### config.mk
export PLATFORM = sky130hd
export DESIGN_NAME = saida_display_flat
export DESIGN_NICKNAME = d
export VERILOG_FILES = /design/src/rtl/saida_display_if.sv /design/src/rtl/saida_display.sv /design/src/flat_wrapper.sv
export SDC_FILE = /design/constraint.sdc
export NUM_CORES = 1
export LEC_CHECK = 0
export CORE_MARGIN = 2
export CORE_UTILIZATION = 40
export CTS_BUF_LIST = sky130_fd_sc_hd__clkbuf_16
export DETAILED_ROUTE_END_ITERATION = 7
export PLACE_DENSITY_LB_ADDON = 0.25
export SLEW_MARGIN = 0
export SYNTH_ARGS = -nofsm -noshare
export SYNTH_HDL_FRONTEND = slang
export SYNTH_SLANG_ARGS = --single-unit
### constraint.sdc
create_clock -name CLK -period 7.1 [get_ports CLK]
set_clock_uncertainty 0.2 [all_clocks]
set_input_delay 2.13 -clock CLK [delete_from_list [all_inputs] [get_ports CLK]]
set_output_delay 2.13 -clock CLK [all_outputs]
set_load 0.05 [all_outputs]
### src/rtl/saida_display_if.sv
// Bus between the output register and the 3-digit display driver:
// load strobe and value in, segment/anode drive and status out.
interface saida_display_if;
  logic [7:0] dado;
  logic       carregar;
  logic [6:0] seg;
  logic [2:0] an;
  logic       ocupado;
  logic       pronto;

  modport master (
    output dado, carregar,
    input  seg, an, ocupado, pronto
  );

  modport slave (
    input  dado, carregar,
    output seg, an, ocupado, pronto
  );
endinterface

### src/rtl/saida_display.sv
// 8-bit binary to 3-digit multiplexed 7-segment driver with sequential double-dabble.
// Optional leading-zero blanking is enabled by defining SAIDA_DISPLAY_ZERO_BLANK_EN.
module saida_display #(
  parameter int REFRESH_DIV = 1000
) (
  input  logic             CLK,
  input  logic             CLR,
  saida_display_if.slave   bus
);

  typedef enum logic [1:0] {OCIOSO, DESLOCA, FIM} state_t;

  state_t      state_reg, state_next;
  logic [2:0]  shift_cnt_reg;
  logic [7:0]  bin_reg;
  logic [11:0] bcd_reg;
  logic [11:0] bcd_adj;
  logic [7:0]  pend_reg;
  logic        pend_valid_reg;
  logic [11:0] shown_reg;
  logic        pronto_reg;
  logic [15:0] ref_cnt_reg;
  logic [1:0]  sel_reg;

  logic        start_en;
  logic [7:0]  start_val;
  logic        shift_en;
  logic        commit_en;
  logic        pend_load;
  logic        pend_clear;
  logic        ocupado_int;

  // ---------------- FSM: state register ----------------
  always_ff @(posedge CLK) begin
    if (CLR) state_reg <= OCIOSO;
    else     state_reg <= state_next;
  end

  // ---------------- FSM: next state ----------------
  always_comb begin
    state_next = state_reg;
    case (state_reg)
      OCIOSO:  if (bus.carregar) state_next = DESLOCA;
      DESLOCA: if (shift_cnt_reg == 3'd7) state_next = FIM;
      FIM:     state_next = (pend_valid_reg || bus.carregar) ? DESLOCA : OCIOSO;
      default: state_next = OCIOSO;
    endcase
  end

  // ---------------- FSM: outputs ----------------
  // A load arriving on the commit cycle with nothing pending starts directly,
  // otherwise it lands in the pending register so nothing is dropped.
  always_comb begin
    ocupado_int = 1'b0;
    start_en    = 1'b0;
    start_val   = bus.dado;
    shift_en    = 1'b0;
    commit_en   = 1'b0;
    pend_load   = 1'b0;
    pend_clear  = 1'b0;
    case (state_reg)
      OCIOSO: begin
        start_en = bus.carregar;
      end
      DESLOCA: begin
        ocupado_int = 1'b1;
        shift_en    = 1'b1;
        pend_load   = bus.carregar;
      end
      FIM: begin
        ocupado_int = 1'b1;
        commit_en   = 1'b1;
        start_en    = pend_valid_reg || bus.carregar;
        if (pend_valid_reg) begin
          start_val  = pend_reg;
          pend_load  = bus.carregar;
          pend_clear = !bus.carregar;
        end
      end
      default: ;
    endcase
  end

  // ---------------- double-dabble datapath ----------------
  genvar gi;
  generate
    for (gi = 0; gi < 3; gi++) begin : g_adj
      assign bcd_adj[gi*4 +: 4] = (bcd_reg[gi*4 +: 4] >= 4'd5) ?
                                  bcd_reg[gi*4 +: 4] + 4'd3 :
                                  bcd_reg[gi*4 +: 4];
    end
  endgenerate

  always_ff @(posedge CLK) begin
    if (CLR) begin
      shift_cnt_reg <= 3'd0;
      bin_reg       <= 8'd0;
      bcd_reg       <= 12'd0;
    end else if (start_en) begin
      shift_cnt_reg <= 3'd0;
      bin_reg       <= start_val;
      bcd_reg       <= 12'd0;
    end else if (shift_en) begin
      shift_cnt_reg       <= shift_cnt_reg + 3'd1;
      {bcd_reg, bin_reg}  <= {bcd_adj, bin_reg} << 1;
    end
  end

  always_ff @(posedge CLK) begin
    if (CLR) begin
      pend_reg       <= 8'd0;
      pend_valid_reg <= 1'b0;
    end else if (pend_load) begin
      pend_reg       <= bus.dado;
      pend_valid_reg <= 1'b1;
    end else if (pend_clear) begin
      pend_valid_reg <= 1'b0;
    end
  end

  always_ff @(posedge CLK) begin
    if (CLR) begin
      shown_reg  <= 12'd0;
      pronto_reg <= 1'b0;
    end else begin
      pronto_reg <= commit_en;
      if (commit_en) shown_reg <= bcd_reg;
    end
  end

  // ---------------- digit scan ----------------
  always_ff @(posedge CLK) begin
    if (CLR) begin
      ref_cnt_reg <= 16'd0;
      sel_reg     <= 2'd0;
    end else if (ref_cnt_reg == 16'(REFRESH_DIV - 1)) begin
      ref_cnt_reg <= 16'd0;
      sel_reg     <= (sel_reg == 2'd2) ? 2'd0 : sel_reg + 2'd1;
    end else begin
      ref_cnt_reg <= ref_cnt_reg + 16'd1;
    end
  end

  generate
    for (gi = 0; gi < 3; gi++) begin : g_an
      assign bus.an[gi] = (sel_reg != 2'(gi));
    end
  endgenerate

  logic [2:0] blank;
`ifdef SAIDA_DISPLAY_ZERO_BLANK_EN
  assign blank[2] = (shown_reg[11:8] == 4'd0);
  assign blank[1] = (shown_reg[11:8] == 4'd0) && (shown_reg[7:4] == 4'd0);
  assign blank[0] = 1'b0;
`else
  assign blank = 3'b000;
`endif

  function automatic logic [6:0] seg_enc(input logic [3:0] d);
    case (d)
      4'd0:    seg_enc = 7'b1000000;
      4'd1:    seg_enc = 7'b1111001;
      4'd2:    seg_enc = 7'b0100100;
      4'd3:    seg_enc = 7'b0110000;
      4'd4:    seg_enc = 7'b0011001;
      4'd5:    seg_enc = 7'b0010010;
      4'd6:    seg_enc = 7'b0000010;
      4'd7:    seg_enc = 7'b1111000;
      4'd8:    seg_enc = 7'b0000000;
      4'd9:    seg_enc = 7'b0010000;
      default: seg_enc = 7'b1111111;
    endcase
  endfunction

  logic [3:0] cur_digit;
  logic       cur_blank;
  always_comb begin
    cur_digit = shown_reg[3:0];
    cur_blank = blank[0];
    case (sel_reg)
      2'd1: begin
        cur_digit = shown_reg[7:4];
        cur_blank = blank[1];
      end
      2'd2: begin
        cur_digit = shown_reg[11:8];
        cur_blank = blank[2];
      end
      default: ;
    endcase
  end

  assign bus.seg     = cur_blank ? 7'b1111111 : seg_enc(cur_digit);
  assign bus.ocupado = ocupado_int;
  assign bus.pronto  = pronto_reg;

endmodule

### src/flat_wrapper.sv
// flat-port wrapper written by rule: the top's interface ports become plain ports
module saida_display_flat 
#(
  parameter int REFRESH_DIV = 1000
)
  (CLK, CLR, bus_dado, bus_carregar, bus_seg, bus_an, bus_ocupado, bus_pronto);
  saida_display_if bus_i ();
  input  logic CLK;
  input  logic CLR;
  input wire logic [$bits(bus_i.dado)-1:0] bus_dado;
  input wire logic [$bits(bus_i.carregar)-1:0] bus_carregar;
  output wire logic [$bits(bus_i.seg)-1:0] bus_seg;
  output wire logic [$bits(bus_i.an)-1:0] bus_an;
  output wire logic [$bits(bus_i.ocupado)-1:0] bus_ocupado;
  output wire logic [$bits(bus_i.pronto)-1:0] bus_pronto;
  assign bus_i.dado = bus_dado;
  assign bus_i.carregar = bus_carregar;
  assign bus_seg = bus_i.seg;
  assign bus_an = bus_i.an;
  assign bus_ocupado = bus_i.ocupado;
  assign bus_pronto = bus_i.pronto;
  saida_display #(.REFRESH_DIV(REFRESH_DIV)) u_core (.CLK(CLK), .CLR(CLR), .bus(bus_i));
endmodule
== Word level (Yosys, flattened, before mapping) ==
Memory sizes are Yosys's and may differ from the RTL's.
Cells that the tools add are included.
Operators by class
  add/sub/neg operators: 6
  magnitude comparators: 3
  eq/ne operators: 10
  multiplexer cells: 23
  reduce and logical (&&, ||, !) cells: 10
Operator list (number)
  two-way mux 8 bit: 4
  adder 16 x 1 -> 16 bit (second input constant): 1
  == test 16 x 10 -> 1 bit (second input constant): 1
  greater-or-equal comparator 4 x 3 -> 1 bit (second input constant): 3
  two-way mux 1 bit: 9
  adder 4 x 2 -> 4 bit (second input constant): 2
  two-way mux 4 bit: 2
  one-hot mux 4 bit (2 select lines): 1
  two-way mux 2 bit: 3
  one-hot mux 2 bit (3 select lines): 1
  nonzero test 2 bit: 3
  OR reduction 2 bit: 3
  == test 2 x 1 -> 1 bit (second input constant): 2
  == test 2 bit (second input constant): 2
  inequality test 2 x 1 -> 1 bit (second input constant): 2
  inequality test 2 bit (second input constant): 2
  one-hot mux 1 bit (2 select lines): 2
  adder 3 x 1 -> 3 bit (second input constant): 1
  adder 3 x 2 -> 3 bit (second input constant): 1
  == test 3 bit (second input constant): 1
  two-way mux 3 bit: 1
  adder 2 x 1 -> 2 bit (second input constant): 1
  logical NOT 2 bit: 1
  AND reduction 2 bit: 1
  other kinds (2): 2
Storage, ports and cells
  bits in registers: 65
  ROM bits: 112
  input bits: 11
  output and inout bits: 12
  logic and storage cells: 63
  memories kept: 1
Memory list
  (name not given): depth 16, bits a word 7, read ports 1, clocked after memory_dff 0, write ports 0, line saida_display.sv:160  | case (d)

== Depth between registers and ports, before layout ==
Gate-level depths: netlist of run 1.
  depth after elaboration: 5
  gate-level depth with buffers: 11
  gate-level depth less buffers: 10

== Worst setup path before layout of run 1 ==
No wires, ideal clock.
  path type: flip-flop to output port
  start point: reg u_core.sel_reg[0]
  end point: out bus_seg[1]
  arrival: 2.669 ns
  required time: 4.770 ns
  setup slack: 2.101 ns
  stages on the path, launching flop included: 8
  path buffers: 1
  path through: dfxtp_1 > inv_1 > ha_1 > buf_2 > nor2_1 > a21oi_1 > ha_1 > o21ai_0
On the way
  longest elaborated chain between the ends: 3
  elaborated cells between the ends (all ways): 4
  classes of those cells: 2 x eq/ne; 1 x mux; 1 x memory
Ends and longest elaborated chain
  from (decl): line saida_display.sv:23  | logic [1:0] sel_reg;
  from (signal assigned): line saida_display.sv:138  | sel_reg <= (sel_reg == 2'd2) ? 2'd0 : sel_reg + 2'd1;
  == test 2 bit / == test 2 x 1 -> 1 bit (equally long branches): line saida_display.sv:180  | case (sel_reg)
  one-hot mux 4 bit (2 select lines) (*): line saida_display.sv:180
  memory read (16 x 7 bit) (*)
  to (decl): line flat_wrapper.sv:12  | output wire logic [$bits(bus_i.seg)-1:0] bus_seg;
Every way passes the cells marked *; elsewhere a longest branch is shown, timed or not.

== Worst setup path in the final report of run 1 ==
  start point: reg u_core.sel_reg[0]
  end point: out bus_seg[6]
The elaborated chain is that of the path after synthesis.

==> results of run 1 <==
## final timing paths
check	start	to	depth (start not counted)
worst max-delay path	u_core.sel_reg[0]$_SDFFE_PP0N_	bus_seg[6]	10
worst min-delay path	u_core.ref_cnt_reg[0]$_SDFF_PP0_	u_core.ref_cnt_reg[0]$_SDFF_PP0_	1
worst max register to register	u_core.state_reg[0]$_SDFFE_PP0P_	u_core.pend_reg[5]$_SDFFE_PP0P_	7
worst min register to register	u_core.ref_cnt_reg[0]$_SDFF_PP0_	u_core.ref_cnt_reg[0]$_SDFF_PP0_	1
## power by group
group	internal, mW	switching [mW]	leakage [nW]
Clock	0.304	0.154	0.156
Sequential	0.395	0.0208	0.527
Combinational	0.0923	0.146	0.763
Total	0.791	0.321	1.45
## metrics by stage
stage          worst slack (ns)  hold WS (ns)
6_report                   1.55         0.255
5_1_grt                    1.32         0.290
4_1_cts                    1.55         0.255
3_5_place_dp               1.91         0.248
3_3_place_gp               2.02         0.231
2_1_floorplan              2.10         0.217
## worst reg2reg max path: stages, from the launching register on
cell and delay (ns):
dfxtp_1 0.35, inv_1 0.09, ha_1 0.14, buf_4 0.31
nand2_1 0.32, a21oi_1 1.00, mux2i_1 0.28, nor2_1 0.05
## cell families after synthesis
| group | count (synthesis) | share of synthesized area [%] |
|---|---|---|
| muxes | 31 | 9.70 |
| buffers and inverters | 36 | 5.04 |
| and+or+nand+nor | 128 | 18.1 |
| AOI/OAI and AO/OA | 60 | 12.5 |
| DFF | 65 | 40.7 |
| adders and majority gates | 22 | 8.60 |
| xor gates and xnor gates | 20 | 5.47 |
## synth_stat cells
library cell,instances
a211o_1,1
a211oi_1,9
a21o_1,7
a21oi_1,16
a22oi_1,4
a311oi_1,8
a31oi_1,2
a32oi_1,1
and3_1,2
and4_1,2
buf_1,2
buf_2,6
buf_6,1
buf_8,1
clkbuf_1,8
dfxtp_1,65
ha_1,22
inv_1,18
mux2i_1,31
nand2_1,29
nand2b_1,4
nand3_1,20
nand4_1,3
nor2_1,54
nor2b_1,9
nor3_2,1
nor4_1,1
o211ai_1,2
o21ai_0,8
o22ai_1,1
o31ai_1,1
or2_1,1
or2_2,1
or4_1,1
xnor2_1,10
xor2_1,10
## final cells by class
type | instances | area, um^2
sequential | 65 | 1300
fill | 731 | 3940
clock inverter | 7 | 86.3
timing repair buffer | 25 | 243
inverter | 18 | 67.6
tap | 102 | 128
clock buffer | 9 | 225
multi-input combinational | 261 | 1740
## layout by cell type (no fill, tap or decap), types with 2 or more instances in the layout
master,instances
clkdlybuf4s50_1,22
nand2_1,29
clkinv_2,3
nor2b_1,9
a31oi_1,2
nand2b_1,4
xnor2_1,10
a22oi_1,4
dfxtp_1,65
o21ai_0,8
buf_4,3
clkbuf_16,9
a311oi_1,8
nor2_1,54
and3_1,2
a21oi_1,16
and4_1,2
bufinv_16,2
a211oi_1,9
inv_1,19
mux2i_1,31
ha_1,22
nand3_1,20
o211ai_1,2
nand4_1,3
a21o_1,7
xor2_1,10
## per-layer routing
| metal | wire length, um | share of wire (%) | up-vias |
|---|---|---|---|
| li1 | - | - | 1277 |
| met1 | 2920 | 48 | 1135 |
| met2 | 2790 | 46 | 40 |
| met3 | 198 | 3.3 | 14 |
| met4 | 153 | 2.5 | 0 |
| met5 | 0 | 0 | - |
==> results.md, run 1 <==
* Worst path bufs/invs at 2
* Met2 usage at about 25%
* Post-synth top area share at between 40% and 50%
* H-tree depth at 3
* Critical Path End Type: primary output
* Ratio of cells with drive above 1 in the final layout at under 10%
* Final period utilization at 78.1%
* Via/cell ratio at 5.06
* Overall routed net length at between 6000 and 7000 um
* Power Total at ~1.1 mW
* Worst path cell trace: inv_1 > ha_1 > nor2_1 > a21oi_1 > ha_1 > a211oi_1 > a21oi_1 > nor2_1 > a31oi_1 > clkdlybuf4s50_1
* Max Slew Vio Count at 0
* Endpoints failing setup at 0
* Final nets at between 400 and 500
* Worst path top cell family by delay: buffers and inverters
* Placement Cell Area at about 3500 um^2
* Synth-to-Final Area Change at 18.4%
* Clock latency on the worst-skew pair at 0.33 ns
* Total gr overflow at 0
* Diode count at 0
* Design area at 3790 um^2
* Met1 GRT Util at 18.7%
* Seq cells post-synth at 65
* Mapped Cells at around 360
* Hold Violations, Final at 0
* GRT Overall Usage at 15.4%
* RSZ-0062 raised after global routing: no
* Syn_nets at approximately 400
* Pleak at 1.45 nW
* Largest net degree at the start of global routing at 38
* Worst Path Arrival at roughly 3.2 ns
* First-pass GRT wire length at ~11000 um
* Post-Syn Area at ~3200 um^2
* Grt met3 use at roughly 3.5%
* WP data required at 4.77 ns
* CP max stage delay at 0.82 ns
* Number of vias in the routed layout at between 2000 and 2500
* Ys Warns at 0
* CTS buffer count at 9
* Post-layout utilization of the core at between 40 and 50%
* # hold bufs at CTS at 0
* Tmin final at 5.55 ns
* CTS tree: built
* Peak VDD IR at approximately 0.00015 V
* Initial antenna violation count at 0
* Die area at 8730 um^2
* Postcts setup bufs at 0
* Top area cells in the synthesized netlist: dfxtp_1, mux2i_1, ha_1
* Rows at 32
* IO Pins at 23
* Cell Pwr Density at between 200 and 300 nW/um^2
* R2R Setup Slk at ~4.2 ns
* Post-synth top area cell: dfxtp_1
* Global route hottest layer: met2
* Detailed Routing Iterations Pass 1 at 4
* Min-delay worst type: flop to flop
* TritonCTS Sinks at between 60 and 70
* Chip Height at a little over 90 um
* CP max-delay cell: clkdlybuf4s50_1
* DRC Markers at 0
* Final setup TNS at 0 ns
* Die width at between 90 and 100 um
* Maximum clock path buffer count at 2
* Final ANT Viol Nets at 0
* Actual slew at the worst max-slew pin at around 1.2 ns
* Max cap viols at 0
* Non-filler cells, final at just under 500
* Setup CP Type: flop to primary output
* Synth cell types at 36
* Placeable Area at about 7700 um^2
* Largest register FFs at 16
* Status: complete, no violations
* Clock tree root buffer cell: clkbuf_16
* Starting Density at about two fifths
* Number of cells upsized or downsized after cts at 0
* Relative slew slack at 22.5%
* Clk slew on worst S/H paths at ~0.050 ns
* Vias in the first global route at about 2400
* Seq/Total Area, Yosys at between 40 and 50%
* DRT iter0 DRCs at 85
* Port Buffer Count at 22
* Routability congestion estimate at approximately 0.82
* Crit-path max FO at 11
* Crit start category: flop
* Inst Count DP at about 470
* DR WL/cell at 12.4 um
* Post-DP HPWL at about 4000 um
* Mapped Avg Cell Area at 8.84 um^2
* Fmax at roughly 180 MHz
Power figures use the tool's default switching activity.
==> run 2, diff against run 1 <==
==> constraint.sdc (replaced) <==
create_clock -name CLK -period 5.7 [get_ports CLK]
set_clock_uncertainty 0.2 [all_clocks]
set_input_delay 1.71 -clock CLK [delete_from_list [all_inputs] [get_ports CLK]]
set_output_delay 1.71 -clock CLK [all_outputs]
set_load 0.05 [all_outputs]
==> results.md, run 2 (synthesis results as in run 1) <==
* Status: complete, no violations
* Die width at 93.5 um (unchanged)
* Tmin final at between 5 and 6 ns
* Hold EP: u_core.ref_cnt_reg[0]$_SDFF_PP0_
* Total gr overflow at 0 (unchanged)
* Cell Pwr Density at 365 nW/um^2 (+25%)
* Placeable Area at 7730 um^2 (unchanged)
* Power Total at 1.38 mW (+24%)
* Worst path top cell family by delay: buffers and inverters
* Internal power at 0.984 mW (+24%)
* Postcts setup bufs at 0 (unchanged)
* Rows at 32 (unchanged)
* Initial antenna violation count at 0 (unchanged)
* Die area at 8730 um^2 (unchanged)
* Placement Cell Area at 3480 um^2 (unchanged)
* Via/cell ratio at 5.08 (+0.24%)
* Clock tree root buffer cell: clkbuf_16
* IO Pins at 23 (unchanged)
* Critical Path End Type: primary output
* Worst r2r src: u_core.state_reg[0]$_SDFFE_PP0P_
* Final setup margin at 0.608 ns (-0.946 ns)
* Commonest non-fill, non-tap cell in the layout: dfxtp_1
* Final setup TNS at 0 ns (unchanged)
* Clock latency on the worst-skew pair at 0.32 ns (about the same)
* Seq pwr share at 37.4% (about the same)
* Endpoints failing setup at 0 (unchanged)
* Diode count at 0 (unchanged)
* Clk slew on worst S/H paths at 0.05 ns (about the same)
* Worst reg2reg path depth at 7 (unchanged)
* Clock share of power at 41.2% (about the same)
* DR WL/cell at 13.0 um (+4.4%)
* Largest net degree at the start of global routing at 34 (-11%)
* DRC Markers at 0 (unchanged)
* CP max stage delay at 0.82 ns (about the same)
* DRT iter0 DRCs at 69 (-19%)
* Max cap viols at 0 (unchanged)
* Hold Violations, Final at 0 (unchanged)
* WP data required at 3.79 ns (-0.98 ns)
* Net switching power figure at 0.399 mW (+25%)
* Post-DP HPWL at 4100 um (+3.7%)
* Final period utilization at about 89%
* Area of the multi-input gates at 1740 um^2 (unchanged)
* TritonCTS Sinks at 65 (unchanged)
* Vias in the first global route at 2474 (+3.0%)
* Most frequent cells in the layout: dfxtp_1, nor2_1, mux2i_1
* Peak VDD IR at 0.000142 V (-7.6%)
* Combinational share of power at 21.4% (about the same)
* GRT Overall Usage at 15.9% (+0.50 points)
* Hold depth at 1 (unchanged)
* Worst path bufs/invs at 2 (unchanged)
* Maximum clock path buffer count at 2 (unchanged)
* Net Sw Frac at 28.9% (about the same)
* Pleak at 1.44 nW (-0.42%)
* Fill count at 720 (-1.5%)
* Chip Height at 93.5 um (unchanged)
* Crit start category: flop
* CTS buffer count at 9 (unchanged)
* Final nets at 413 (unchanged)
* Final ANT Viol Nets at 0 (unchanged)
* Routability congestion estimate at 0.831 (+1.1%)
* Max Slew Vio Count at 0 (unchanged)
* Relative slew slack at 23.8% (+1.2 points)
* Actual slew at the worst max-slew pin at 1.14 ns (-0.0186 ns)
* Critical R2R Capture: u_core.pend_reg[5]$_SDFFE_PP0P_
* # hold bufs at CTS at 0 (unchanged)
* Number of vias in the routed layout at 2472 (+0.24%)
* FF/Latch Area at 1300 um^2 (unchanged)
* Starting Density at 41.4% (unchanged)
* H-tree depth at 3 (unchanged)
* Worst Path Arrival at 3.18 ns (-0.04 ns)
* Number of cells upsized or downsized after cts at 0 (unchanged)
* Critical path origin: u_core.sel_reg[0]$_SDFFE_PP0N_
* Overall routed net length at 6330 um (+4.4%)
* Crit-path max FO at 11 (unchanged)
* CP max-delay cell: clkdlybuf4s50_1
* R2R Setup Slk at 2.85 ns (-1.38 ns)
* Setup CP Type: flop to primary output
* Port Buffer Count at 22 (unchanged)
* Fmax at just under 200 MHz
* Min-delay worst type: flop to flop
* First-pass GRT wire length at 11100 um (+4.1%)
* Worst path cell trace: inv_1 > ha_1 > nor2_1 > a21oi_1 > ha_1 > a211oi_1 > a21oi_1 > nor2_1 > a31oi_1 > clkdlybuf4s50_1
* Largest register FFs at 16 (unchanged)
* Ratio of cells with drive above 1 in the final layout at 4.94% (-0.26 points)
* CTS tree: built
* RSZ-0062 raised after global routing: no
* Detailed Routing Iterations Pass 1 at 4 (unchanged)
* HP Start: u_core.ref_cnt_reg[0]$_SDFF_PP0_
* Design area at 3790 um^2 (about the same)
* Pre-CTS setup slack at 0.991 ns (-0.916 ns)
* Synth-to-Final Area Change at 18.3% (about the same)
==> run 2: worst max path at each step <==
stage	slack (ns)	end	depth (start not counted)
after global placement	1.03	bus_seg[6]	10
after detailed placement	0.99	bus_seg[6]	10
after global routing	0.34	bus_seg[6]	10
after CTS	0.63	bus_seg[6]	10
final	0.61	bus_seg[6]	10
after floorplan	1.12	bus_seg[1]	7
==> run 2: metal layers <==
layer	track usage [%]	vias to the layer above	wire length [um]	part of all wire, %
met5	0	-	0	0
met4	6.62	0	54	0.85
met3	3.46	6	175	2.8
met2	27.2	27	3070	49
met1	19.3	1160	3020	48
li1	-	1279	-	-
==> run 2: power groups by stage <==
stage	Clock [mW]	Sequential, mW	Combinational [mW]
2_1_floorplan	0	0.521	0.242
3_3_place_gp	0	0.526	0.291
3_5_place_dp	0	0.526	0.297
4_1_cts	0.582	0.517	0.298
5_1_grt	0.605	0.523	0.334
6_report	0.570	0.518	0.296
==> run 2: cell type report <==
cell class	instances	share of cell area (%)
clock buffer	9	5.95
clock inverter	7	2.25
inverter	18	1.78
multi-input combinational	261	45.9
sequential	65	34.4
tap	102	3.37
timing repair buffer	25	6.41
==> run 2: worst register-to-register path: stages (launching register included) <==
cell	delay (ns)
dfxtp_1	0.35
inv_1	0.09
ha_1	0.14
buf_4	0.32
nand2_1	0.31
a21oi_1	0.98
mux2i_1	0.27
nor2_1	0.06
==> run 2: stage by stage <==
step                std cells  hold slack, ns  utilization [%]
floorplan                 362           0.217                -
global placement          471           0.231             45.0
detailed placement        471           0.257             45.0
CTS                       487           0.264             49.0
global route              487           0.293             49.0
finish                    487           0.261             49.0
==> run 3, diff against run 2 <==
--- a/config.mk
+++ b/config.mk
@@ -14,3 +14,4 @@
 export SYNTH_ARGS = -nofsm -noshare
 export SYNTH_HDL_FRONTEND = slang
 export SYNTH_SLANG_ARGS = --single-unit
+export TNS_END_PERCENT = 30
==> results of run 3 <==
Same layout as run 2: the final DEF is identical, and so are final timing and power.
